--- config.mk ---
export PLATFORM = sky130hd
export DESIGN_NAME = way_fill_demux_8
export DESIGN_NICKNAME = d
export VERILOG_FILES = /design/src/rtl/way_fill_demux_8_pkg.sv /design/src/rtl/way_fill_demux_8_find_first_one_index.sv /design/src/rtl/way_fill_demux_8.sv
export SDC_FILE = /design/constraint.sdc
export NUM_CORES = 1
export LEC_CHECK = 0
export ABC_AREA = 1
export BUFFER_PORTS_ARGS = -buffer_cell sky130_fd_sc_hd__clkbuf_2
export CORE_UTILIZATION = 35
export DETAILED_ROUTE_END_ITERATION = 6
export HOLD_SLACK_MARGIN = 0.1
export PLACE_DENSITY = 0.66
export REMOVE_ABC_BUFFERS = 1
export SLEW_MARGIN = 10
export SYNTH_ARGS = -nofsm -noshare
export SYNTH_HDL_FRONTEND = slang
export SYNTH_SLANG_ARGS = --single-unit
--- constraint.sdc ---
create_clock -name clk_in -period 11.8 [get_ports clk_in]
set_input_delay 0.59 -clock clk_in [delete_from_list [all_inputs] [get_ports clk_in]]
set_output_delay 0.59 -clock clk_in [all_outputs]
set_load 0.01 [all_outputs]
--- src/rtl/way_fill_demux_8_pkg.sv ---
// Shared definitions for the way fill demux: FSM encodings and index-width helper.
package way_fill_demux_8_pkg;

  typedef enum logic {
    IDLE  = 1'b0,
    FLUSH = 1'b1
  } state_e;

  localparam int DEFAULT_NUMBER_WAY = 8;
  localparam int DEFAULT_ENTRY_W    = 32;

  // Width needed to hold a way index 0..n-1; never below 1 bit.
  function automatic int way_idx_w(input int n);
    int w;
    w = 1;
    while ((1 << w) < n) w++;
    return w;
  endfunction

  localparam int DEFAULT_WAY_IDX_W = way_idx_w(DEFAULT_NUMBER_WAY);

endpackage

--- src/rtl/way_fill_demux_8_find_first_one_index.sv ---
// Lowest-set-bit finder: reports whether any bit is set and the index of the lowest one.
module find_first_one_index
  import way_fill_demux_8_pkg::*;
#(
  parameter int WIDTH = DEFAULT_NUMBER_WAY,
  parameter int IDX_W = way_idx_w(WIDTH)
) (
  input  logic [WIDTH-1:0] vec_in,
  output logic             found_out,
  output logic [IDX_W-1:0] index_out
);

  // Scan from the top down so the lowest set bit is the last one to win.
  always_comb begin
    found_out = 1'b0;
    index_out = '0;
    for (int i = WIDTH - 1; i >= 0; i--) begin
      if (vec_in[i]) begin
        found_out = 1'b1;
        index_out = IDX_W'(i);
      end
    end
  end

endmodule

--- src/rtl/way_fill_demux_8.sv ---
// Way fill demux: scatters one entry into one of NUMBER_WAY registered way slots,
// tracks per-way valid bits, allocates a victim when no way is selected, and
// supports per-way invalidate plus a one-way-per-cycle flush.
//
// Handshake: a write is accepted on a rising edge where write_valid_in and
// write_ready_out are both high; ready does not depend on valid, and the data
// becomes visible (with write_done_out) one edge after acceptance.
module way_fill_demux_8
  import way_fill_demux_8_pkg::*;
#(
  parameter int NUMBER_WAY                = DEFAULT_NUMBER_WAY,
  parameter int SINGLE_ENTRY_SIZE_IN_BITS = DEFAULT_ENTRY_W
) (
  input  logic                                            clk_in,
  input  logic                                            reset_in,
  input  logic                                            write_valid_in,
  output logic                                            write_ready_out,
  input  logic [SINGLE_ENTRY_SIZE_IN_BITS-1:0]            write_data_in,
  input  logic [NUMBER_WAY-1:0]                           write_sel_in,
  input  logic [NUMBER_WAY-1:0]                           invalidate_in,
  input  logic                                            flush_in,
  output logic [SINGLE_ENTRY_SIZE_IN_BITS*NUMBER_WAY-1:0] way_flatted_out,
  output logic [NUMBER_WAY-1:0]                           way_valid_out,
  output logic [NUMBER_WAY-1:0]                           write_way_out,
  output logic                                            write_done_out,
  output logic                                            flush_busy_out
);

  localparam int W     = SINGLE_ENTRY_SIZE_IN_BITS;
  localparam int N     = NUMBER_WAY;
  localparam int IDX_W = way_idx_w(N);
  localparam logic [IDX_W-1:0] LAST_WAY = IDX_W'(N - 1);

  state_e           state_q, state_d;
  logic [IDX_W-1:0] flush_idx_q, flush_idx_d;
  logic [IDX_W-1:0] rr_ptr_q, rr_ptr_d;
  logic [N-1:0]     valid_q, valid_d;
  logic [N-1:0]     write_way_q, write_way_d;
  logic             write_done_q, write_done_d;
  logic [W-1:0]     data_q [N];
  logic [W-1:0]     data_d [N];

  logic             sel_found, inv_found;
  logic [IDX_W-1:0] sel_idx, inv_idx, target_idx;
  logic             use_rr, accept;
  logic [N-1:0]     target_onehot;

  find_first_one_index #(.WIDTH(N), .IDX_W(IDX_W)) u_sel_ffo (
    .vec_in    (write_sel_in),
    .found_out (sel_found),
    .index_out (sel_idx)
  );

  find_first_one_index #(.WIDTH(N), .IDX_W(IDX_W)) u_free_ffo (
    .vec_in    (~valid_q),
    .found_out (inv_found),
    .index_out (inv_idx)
  );

  assign write_ready_out = (state_q == IDLE) && !flush_in;
  assign accept          = write_valid_in && write_ready_out;

  // Target way: explicit select, else first invalid way, else round-robin victim.
  always_comb begin
    use_rr        = !sel_found && !inv_found;
    target_idx    = sel_found ? sel_idx : (inv_found ? inv_idx : rr_ptr_q);
    target_onehot = '0;
    target_onehot[target_idx] = 1'b1;
  end

  // Next-state: FSM, flush walk, valid bits (write beats invalidate), data, rr pointer.
  always_comb begin
    state_d      = state_q;
    flush_idx_d  = flush_idx_q;
    rr_ptr_d     = rr_ptr_q;
    valid_d      = valid_q & ~invalidate_in;
    write_way_d  = write_way_q;
    write_done_d = accept;
    data_d       = data_q;

    case (state_q)
      IDLE: begin
        if (flush_in) begin
          state_d     = FLUSH;
          flush_idx_d = '0;
        end
      end
      FLUSH: begin
        valid_d[flush_idx_q] = 1'b0;
        if (flush_idx_q == LAST_WAY) begin
          state_d     = IDLE;
          flush_idx_d = '0;
        end else begin
          flush_idx_d = flush_idx_q + 1'b1;
        end
      end
      default: state_d = IDLE;
    endcase

    if (accept) begin
      valid_d[target_idx] = 1'b1;
      data_d[target_idx]  = write_data_in;
      write_way_d         = target_onehot;
      if (use_rr) begin
        rr_ptr_d = (rr_ptr_q == LAST_WAY) ? '0 : rr_ptr_q + 1'b1;
      end
    end
  end

  // State registers with asynchronous reset; a write in flight at reset is dropped.
  always_ff @(posedge clk_in or posedge reset_in) begin
    if (reset_in) begin
      state_q      <= IDLE;
      flush_idx_q  <= '0;
      rr_ptr_q     <= '0;
      valid_q      <= '0;
      write_way_q  <= '0;
      write_done_q <= 1'b0;
      for (int i = 0; i < N; i++) data_q[i] <= '0;
    end else begin
      state_q      <= state_d;
      flush_idx_q  <= flush_idx_d;
      rr_ptr_q     <= rr_ptr_d;
      valid_q      <= valid_d;
      write_way_q  <= write_way_d;
      write_done_q <= write_done_d;
      for (int i = 0; i < N; i++) data_q[i] <= data_d[i];
    end
  end

  for (genvar g = 0; g < N; g++) begin : g_flat
    assign way_flatted_out[g*W +: W] = data_q[g];
  end

  assign way_valid_out  = valid_q;
  assign write_way_out  = write_way_q;
  assign write_done_out = write_done_q;
  assign flush_busy_out = (state_q == FLUSH);

endmodule
==> run_results.csv, run 1 <==
group,metric,value,unit
status,outcome,"complete, no violations",
synthesis,synth_xor_area_frac,0,
cells_and_area,antennaDiodeCount,0,
setup_path,worst_setup_path_end_kind,"flip-flop",
setup_path,path_max_fanout,74,
synthesis,synth_compound_area_frac,0.00914,
synthesis,synth-simple-area-share,0.346,
placed_design,place.gp.congestion,0.851,
sta,post-route-period-util,0.288,
cells_and_area,syn_to_final_growth,18.7,%
floorplanning,die_w,192,microns
floorplanning,io_pins,327,
sta,drv_slew,0,
drt,via_count,10500,
clock_tree,htree_levels,1,
min_path,hp-class,"input port to asynchronous set/reset pin",
global_route,grt_start_max_net_pins,140,
power,ir_drop,0.119,mV
global_route,grt_pass1_vias,10000,
floorplanning,initial_core_util,0.355,
clock_tree,hold_buffers,0,
sta,finalCriticalPeriod,3.39,ns
global_route,grt_pass1_wl,61100,microns
drt,ant_nets,0,
synthesis,synth_top_family_by_area,"simple AND/OR/NAND/NOR gates",
setup_path,cp.required,12.29,ns
clock_tree,clockBufferDepth,3,
cells_and_area,final_layout_size_suffix_gt1_frac,0.330,
synthesis,yosysSeqAreaShare,0.556,
floorplanning,rows,69,
clock_tree,cts_resized,0,
setup_path,r2r_slack,8.41,ns
drt,dr.pass1.iters,5,
clock_tree,path_clk_slew,0.06,ns
setup_path,timing_worst_setup_path_type,"flip-flop to flip-flop",
sta,rsz0062_at_grt,"no",
setup_path,cp.arrival,3.88,ns
placed_design,port_buffers,326,
setup_path,crit_path_max_incr_delay,1.05,ns
global_route,grt-ovfl-total,0,
sta,hold_viol,0,
placed_design,dp.final_hpwl,24000,microns
sta,slew_headroom,0.248,
sta,hold_slack,0.171,ns
clock_tree,postCtsSetupRepairBufs,0,
sta,fmax,0.295,GHz
clock_tree,cts_root_buffer,"clkbuf_16",
synthesis,synth_fa_ha_area_frac,0.00397,
setup_path,crit_path_frequent_cell,"nand2_1",
floorplanning,dieArea,36700,sq um
setup_path,critical-path-slowest-cell,"nand2_2",
sta,timing.setup.tns,0,ns
drt,drtIter0Drc,702,
drt,drc,0,
drt,viasPerCell,5.12,
setup_path,start_kind,"flip-flop",
global_route,grt_use_total,0.215,
synthesis,netlist_instances,1313,
floorplanning,core-area,35500,sq um
drt,wl_per_cell,19.8,microns
power,power.leakage,8.37,nW
cells_and_area,nNetsFinal,1616,
flow_run,drv_cap,0,
clock_tree,cts_tree,"yes",
power,powerDensity,192,nW/um^2
clock_tree,numCtsBuffers,30,
synthesis,syn_area,12600,sq um
clock_tree,clock_sinks,280,
synthesis,synth_cell_types,28,
setup_path,path_cells,"nand2_1 > nor2_2 > nand2_1 > or2_1 > nand2_1 > inv_2 > nand2_8 > nand2_8 > nand2_2 > nand2_1 > nand2_1",
sta,setup_viol,0,
sta,fin_skew,0.0167,ns
clock_tree,clock_latency,0.56,ns
synthesis,synth_area_per_cell,9.59,sq um
synthesis,synth_seq_cells,280,
synthesis,synth_mux_area_frac,0.000894,
synthesis,yosys_warnings,0,
sta,worstMarginPinSlew,1.13,ns
drt,routed_wl,40400,microns
global_route,antenna_found_initial,0,
floorplanning,die_y,192,microns
worst paths after layout:
check,endpoint,start,depth (start not counted)
worst min-delay path,way_flatted_out[9]$_DFFE_PP0P_,reset_in,2
max in group asynchronous,way_flatted_out[161]$_DFFE_PP0P_,reset_in,4
worst max-delay path,way_flatted_out[127]$_DFFE_PP0P_,way_valid_out[0]$_DFF_PP0_,11
min in group clk_in,way_valid_out[4]$_DFF_PP0_,invalidate_in[4],4
worst min register to register,way_flatted_out[17]$_DFFE_PP0P_,way_flatted_out[17]$_DFFE_PP0P_,2
worst max register to register,way_flatted_out[127]$_DFFE_PP0P_,way_valid_out[0]$_DFF_PP0_,11
registers in the layout, indices dropped and copies added (netlist names):
name / cells
way_flatted_out: 256
way_valid_out: 8
write_way_out: 8
flush_idx_q: 3
rr_ptr_q: 3
flush_busy_out: 1
write_done_out: 1
synthesized netlist by cell type (all sizes together):
cell type / number / area share
a21oi: 3 / 0.0012
o21ai: 5 / 0.0020
or2: 1 / 0.00050
nor2: 14 / 0.0079
nand3: 137 / 0.097
nand2: 578 / 0.18
nand4: 129 / 0.064
clkbuf: 7 / 0.0021
o211ai: 7 / 0.0042
o21bai: 1 / 0.00060
buf: 120 / 0.075
o22ai: 1 / 0.00050
ha: 4 / 0.0040
dfrtp: 280 / 0.56
mux2: 1 / 0.00089
inv: 24 / 0.0072
o41ai: 1 / 0.00070
cells by family (layout without fill, tap and decap cells):
logic type | after synthesis | count (layout)
compound gates | 18 | 18
fa+ha+maj | 4 | 4
buf+inv | 151 | 419
flops | 280 | 280
mux | 1 | 1
simple gates | 859 | 859
metal layers:
layer  part of all wire  vias up  GRT usage
li1                   -     4774          -
met1               0.44     5202      0.298
met2               0.46      426      0.339
met3              0.077       61     0.0451
met4              0.024        0     0.0580
met5                  0        -          0
per-stage QoR:
| step | setup WS [ns] | cells | total power [W] | utilization | area [sq um] |
|---|---|---|---|---|---|
| floorplan | 3.39 | 1186 | 0.00162 | - | 11600 |
| global placement | 8.15 | 1989 | 0.00194 | 0.394 | 14000 |
| detailed placement | 8.06 | 1989 | 0.00196 | 0.394 | 14000 |
| CTS | 8.33 | 2042 | 0.00289 | 0.421 | 14900 |
| global route | 8.09 | 2042 | 0.00302 | 0.421 | 14900 |
| finish | 8.41 | 2042 | 0.00287 | 0.421 | 14900 |
final cells by class:
| class | instances | area (sq um) |
|---|---|---|
| Multi-Input combinational cell | 882 | 4550 |
| Timing Repair Buffer | 342 | 1760 |
| Clock buffer | 43 | 891 |
| Fill cell | 3492 | 20500 |
| Sequential cell | 280 | 7010 |
| Inverter | 24 | 97.6 |
| Tap cell | 461 | 577 |
| Clock inverter | 10 | 60.1 |
critical path, delay by kind of cell (launching register included):
kind,cells,cell delay [ns]
buffers and inverters,1,0.06
flip-flops,1,0.43
AND/OR/NAND/NOR,10,2.69
cells in the final DEF, fill, tap and decap left out, drive strengths merged:
cell type	Yosys	routed
a21oi	3	3
buf	120	16
clkbuf	7	369
clkinv	0	8
clkinvlp	0	1
dfrtp	280	280
ha	4	4
inv	24	25
mux2	1	1
nand2	578	578
nand3	137	137
nand4	129	129
nor2	14	14
o211ai	7	7
o21ai	5	5
o21bai	1	1
o22ai	1	1
o41ai	1	1
or2	1	1
where the power goes:
| group | internal [W] | switching, W | total (W) |
|---|---|---|---|
| clock | 0.000522 | 0.000400 | 0.000922 |
| combinational | 0.000234 | 0.000415 | 0.000649 |
| sequential | 0.00117 | 0.000127 | 0.00130 |
| total | 0.00192 | 0.000942 | 0.00287 |
Note: power is estimated with default switching activity, not from simulation.
==> inputs of run 2 (changes only) <==
clock period = 3.4 ns   (was 11.8 ns; I/O delays follow)
==> run 2 against run 1 <==
Sequential share of layout area is 2.3 points lower. Core utilization is 2.2 points higher. Via count is 1.7% higher. Die area stayed put. Critical path depth is 4 higher. Critical path type unchanged. Highest routed layer unchanged.
==> run_results.csv, run 2 (synthesis gave the netlist of run 1 again) <==
group,metric,value,unit
placed_design,place.gp.congestion,0.855,
status,outcome,"complete, no violations",
sta,rsz0062_at_grt,"no",
cells_and_area,mostFrequentLayoutCells,"nand2_1, clkbuf_2, dfrtp_1",
placed_design,dp.final_hpwl,25900,microns
clock_tree,clock_latency,0.53,ns
cells_and_area,antennaDiodeCount,0,
power,power.leakage,8.73,nW
setup_path,path_cells,"inv_1 > nand2_1 > nand2_1 > nand2_1 > nand2_1 > nand2_1 > nand2_1 > nand2_1 > nand2_1 > nand2_8 > nand2_8 > buf_4 > buf_4 > nand3_1 > nand2_1",
clock_tree,numCtsBuffers,34,
global_route,grt-ovfl-total,0,
setup_path,cp.arrival,3.14,ns
cells_and_area,final_layout_size_suffix_gt1_frac,0.327,
setup_path,path_max_fanout,46,
global_route,grt_pass1_vias,10500,
clock_tree,path_clk_slew,0.06,ns
setup_path,cp.required,3.86,ns
power,intPower,0.00716,W
drt,drtIter0Drc,576,
cells_and_area,final_cells,2107,
sta,post-route-period-util,0.787,
placed_design,place_area,14200,sq um
global_route,antenna_found_initial,0,
floorplanning,core-area,35500,sq um
setup_path,timing_worst_setup_path_type,"flip-flop to flip-flop",
drt,routed_wl,41400,microns
floorplanning,io_pins,327,
cells_and_area,nNetsFinal,1679,
cells_and_area,largest_reg_flops,256,
power,pwr-share-clk,0.350,
sta,drv_slew,0,
sta,setup_ws,0.725,ns
power,seqPwrFrac,0.427,
floorplanning,dieArea,36700,sq um
placed_design,dp_cells,2005,
setup_path,crit_path_max_incr_delay,0.64,ns
drt,wl_per_cell,19.7,microns
drt,dr.pass1.iters,5,
power,swShare,0.320,
setup_path,crit_path_frequent_cell,"nand2_1",
clock_tree,cts_tree,"yes",
drt,via_count,10600,
global_route,grt_use_total,0.226,
floorplanning,initial_core_util,0.355,
sta,hold_viol,0,
drt,drc,0,
clock_tree,htree_levels,2,
floorplanning,die_y,192,microns
power,ir_drop,0.438,mV
cells_and_area,design_area,15700,sq um
cells_and_area,final_common_cell,"nand2_1",
sta,setup_viol,0,
drt,viasPerCell,5.05,
sta,worstMarginPinSlew,0.839,ns
clock_tree,cts_root_buffer,"clkbuf_16",
power,powerDensity,670,nW/um^2
cells_and_area,syn_to_final_growth,24.9,%
floorplanning,die_w,192,microns
clock_tree,clock_sinks,280,
placed_design,pre_cts_ws,0.749,ns
sta,fmax,0.374,GHz
sta,fin_skew,0.00846,ns
power,switchingPower,0.00337,W
global_route,grt_start_max_net_pins,132,
sta,finalCriticalPeriod,2.67,ns
power,combPwrFrac,0.223,
setup_path,worst_setup_path_end_kind,"flip-flop",
clock_tree,clockBufferDepth,3,
drt,ant_nets,0,
min_path,hp-class,"input port to flip-flop",
setup_path,start_kind,"flip-flop",
global_route,grt_pass1_wl,63300,microns
placed_design,port_buffers,326,
flow_run,drv_cap,0,
cells_and_area,nFillCells,3468,
floorplanning,rows,69,
setup_path,critical-path-slowest-cell,"buf_4",
sta,slew_headroom,0.441,
run 2: cell count changes in the layout (fill, tap and decap cells not counted), sizes merged:
| cell | delta |
|---|---|
| bufinv | +2 |
| clkinv | -5 |
| buf | +16 |
| clkbuf | +10 |
| inv | -1 |
| dlygate4sd3 | +43 |
run 2: timing repair:
item	in CTS	in global routing
endpoints found under the hold margin	379	0
setup endpoints to repair	0	0
gates resized for setup	0	0
hold buffers	43	0
buffers inserted	0	0
run 2: worst paths after layout:
path,to,cells after the start,slack [ns],start
max,way_flatted_out[254]$_DFFE_PP0P_,15,0.73,way_valid_out[7]$_DFF_PP0_
min,rr_ptr_q[0]$_DFFE_PP0P_,6,0.14,write_sel_in[4]
max reg2reg,way_flatted_out[254]$_DFFE_PP0P_,15,0.73,way_valid_out[7]$_DFF_PP0_
min reg2reg,way_flatted_out[193]$_DFFE_PP0P_,2,0.47,way_flatted_out[193]$_DFFE_PP0P_
max in group asynchronous,way_flatted_out[249]$_DFFE_PP0P_,4,2.09,reset_in
min in group asynchronous,way_flatted_out[137]$_DFFE_PP0P_,3,0.33,reset_in
run 2: power by group through the flow:
stage	clock [W]	combinational (W)	sequential, W
after floorplan	0	0.000787	0.00482
after global placement	0	0.00229	0.00451
after detailed placement	0	0.00233	0.00454
after CTS	0.00378	0.00237	0.00449
after global routing	0.00389	0.00261	0.00459
final	0.00368	0.00235	0.00450
run 2: stage by stage:
stage	total power, W	setup TNS (ns)	util	hold slack [ns]
2_1_floorplan	0.00561	-2402.86	-	0.301
3_3_place_gp	0.00680	0	0.400	0.388
3_5_place_dp	0.00687	0	0.400	0.396
4_1_cts	0.0106	0	0.443	0.107
5_1_grt	0.0111	0	0.443	0.149
6_report	0.0105	0	0.443	0.140
run 2: critical path: cells and delay by family (launching register included):
family / cells / cell delay, ns
and+or+nand+nor: 12 / 0.98
buffers and inverters: 3 / 1.15
DFF: 1 / 0.40
run 2: metal layers:
layer	up-vias	global-route usage	routed length [microns]
met3	72	0.0492	2820
met4	0	0.0916	1200
li1	4902	-	-
met1	5270	0.310	18700
met5	-	0	0
met2	399	0.346	18700
run 2: cell type report:
type	instances	area (sq um)	share of cell area
Sequential cell	280	7010	0.445
Inverter	24	97.6	0.00620
Clock inverter	6	86.3	0.00549
Clock buffer	53	1040	0.0659
Timing Repair Buffer	401	2380	0.151
Multi-Input combinational cell	882	4550	0.289
Tap cell	461	577	0.0367
==> inputs of run 3 (changes only) <==
PLACE_DENSITY = 0.68   (was 0.66)
clock period = 2.3 ns   (was 3.4 ns; I/O delays follow)
==> run 3 against run 2 <==
First-iteration DRC count rose by 7.5%. Clock skew rose by 0.0015 ns. Die area did not move. Count of clock-buffer cells in the layout fell by 13. Cell count rose by 0.43%. Critical path type unchanged. Critical endpoint is now way_flatted_out[143]$_DFFE_PP0P_. Highest routed layer unchanged.
==> run_results.csv, run 3 (synthesis gave the netlist of run 1 again) <==
group,metric,value,unit
cells_and_area,final_util,0.449,
power,powerDensity,965,nW/um^2
floorplanning,die_y,192,microns
cells_and_area,mostFrequentLayoutCells,"nand2_1, clkbuf_2, dfrtp_1",
floorplanning,rows,69,
setup_path,critPathLaunch,"way_valid_out[6]$_DFF_PP0_",
clock_tree,htree_levels,1,
placed_design,port_buffers,326,
setup_path,ff2ff_path_depth,10,
power,switchingPower,0.00494,W
power,power.leakage,8.79,nW
drt,routed_wl,41000,microns
setup_path,crit_path_frequent_cell,"nand2_1",
clock_tree,clockBufferDepth,3,
setup_path,start_kind,"flip-flop",
placed_design,dp_cells,2013,
clock_tree,clock_sinks,280,
power,swShare,0.321,
setup_path,path_cells,"nand2_1 > nor2_2 > nand2_1 > or2_1 > nand2_1 > inv_2 > nand2_8 > buf_12 > nand4_1 > nand2_1",
sta,slew_headroom,0.683,
drt,drc,0,
cells_and_area,nNetsFinal,1688,
clock_tree,cts_root_buffer,"clkbuf_16",
global_route,grt_pass1_wl,62400,microns
setup_path,regToRegStartpoint,"way_valid_out[6]$_DFF_PP0_",
sta,finalCriticalPeriod,2.07,ns
status,outcome,"complete, no violations",
setup_path,r2r-end,"way_flatted_out[143]$_DFFE_PP0P_",
clock_tree,cts_tree,"yes",
clock_tree,numCtsBuffers,31,
cells_and_area,antennaDiodeCount,0,
floorplanning,core-area,35500,sq um
sta,setup_ws,0.226,ns
cells_and_area,final_cells,2116,
clock_tree,path_clk_slew,0.06,ns
global_route,grt_pass1_vias,10600,
setup_path,crit_end,"way_flatted_out[143]$_DFFE_PP0P_",
floorplanning,initial_core_util,0.355,
clock_tree,clock_latency,0.56,ns
floorplanning,dieArea,36700,sq um
cells_and_area,final_common_cell,"nand2_1",
sta,post-route-period-util,0.902,
drt,dr.pass1.iters,5,
drt,via_count,10800,
setup_path,timing_worst_setup_path_type,"flip-flop to flip-flop",
setup_path,r2r_slack,0.23,ns
sta,hold_viol,0,
min_path,hp-class,"input port to asynchronous set/reset pin",
sta,fin_skew,0.00991,ns
floorplanning,die_w,192,microns
cells_and_area,largest_reg_flops,256,
power,seqPwrFrac,0.434,
sta,hold_slack,0.158,ns
placed_design,pre_cts_ws,0.289,ns
setup_path,worst_setup_path_end_kind,"flip-flop",
setup_path,cp.arrival,2.57,ns
power,intPower,0.0104,W
clock_tree,postCtsSetupRepairBufs,0,
power,combPwrFrac,0.229,
power,pwr-share-clk,0.337,
setup_path,path_max_fanout,96,
setup_path,crit_path_max_incr_delay,0.40,ns
sta,worstMarginPinSlew,0.475,ns
sta,drv_slew,0,
global_route,antenna_found_initial,0,
sta,setup_viol,0,
drt,wl_per_cell,19.4,microns
drt,drtIter0Drc,619,
global_route,grt_start_max_net_pins,97,
cells_and_area,syn_to_final_growth,26.5,%
cells_and_area,final_layout_size_suffix_gt1_frac,0.333,
drt,ant_nets,0,
setup_path,critical-path-slowest-cell,"dfrtp_1",
drt,viasPerCell,5.09,
flow_run,drv_cap,0,
placed_design,dp.final_hpwl,25800,microns
sta,fmax,0.482,GHz
setup_path,cp.required,2.80,ns
placed_design,place.gp.congestion,0.862,
power,p_total,0.0154,W
global_route,grt-ovfl-total,0,
power,ir_drop,0.601,mV
sta,rsz0062_at_grt,"no",
global_route,grt_use_total,0.219,
floorplanning,io_pins,327,
-- run 3: critical path: cells and delay by family (launching register included) --
kind	cells	cell delay, ns
AND/OR/NAND/NOR	8	1.11
buffers and inverters	2	0.45
flip-flops	1	0.40
-- run 3: per-stage QoR --
stage          TNS (ns)  area, sq um
2_1_floorplan  -2979.70        11600
3_3_place_gp          0        14400
3_5_place_dp          0        14400
4_1_cts               0        15900
5_1_grt               0        15900
6_report              0        15900
-- run 3: timing repair --
item	in CTS	in global routing
hold buffers	47	0
resized for setup	0	0
endpoints found under the hold margin	542	0
-- run 3: final cells by class --
| cell class | count | area (sq um) |
|---|---|---|
| Sequential cell | 280 | 7010 |
| Tap cell | 461 | 577 |
| Fill cell | 3369 | 19600 |
| Timing Repair Buffer | 413 | 2630 |
| Clock inverter | 16 | 199 |
| Clock buffer | 40 | 870 |
| Inverter | 24 | 97.6 |
| Multi-Input combinational cell | 882 | 4550 |
-- run 3: power groups by stage --
stage                     registers (W)  logic [W]  clock network, W
final                           0.00667    0.00352           0.00518
after global routing            0.00678    0.00392           0.00547
after CTS                       0.00666    0.00355           0.00529
after detailed placement        0.00672    0.00348                 0
after global placement          0.00670    0.00340                 0
after floorplan                 0.00713    0.00116                 0
-- run 3: per-layer routing --
layer | part of all wire | GRT usage | up-vias
met2 | 0.48 | 0.356 | 490
li1 | - | - | 4925
met1 | 0.41 | 0.290 | 5276
met5 | 0 | 0 | -
met3 | 0.075 | 0.0462 | 85
met4 | 0.031 | 0.0696 | 0
-- run 3: worst min path at each step --
stage          slack [ns]             start                               end  depth (start not counted)
2_1_floorplan        0.25  write_data_in[4]  way_flatted_out[100]$_DFFE_PP0P_                          2
3_3_place_gp         0.19          reset_in   way_flatted_out[10]$_DFFE_PP0P_                          2
3_5_place_dp         0.19          reset_in   way_flatted_out[10]$_DFFE_PP0P_                          2
4_1_cts              0.15          reset_in    way_flatted_out[3]$_DFFE_PP0P_                          3
5_1_grt              0.19   write_sel_in[4]           rr_ptr_q[2]$_DFFE_PP0P_                          6
6_report             0.16          reset_in   way_flatted_out[10]$_DFFE_PP0P_                          3
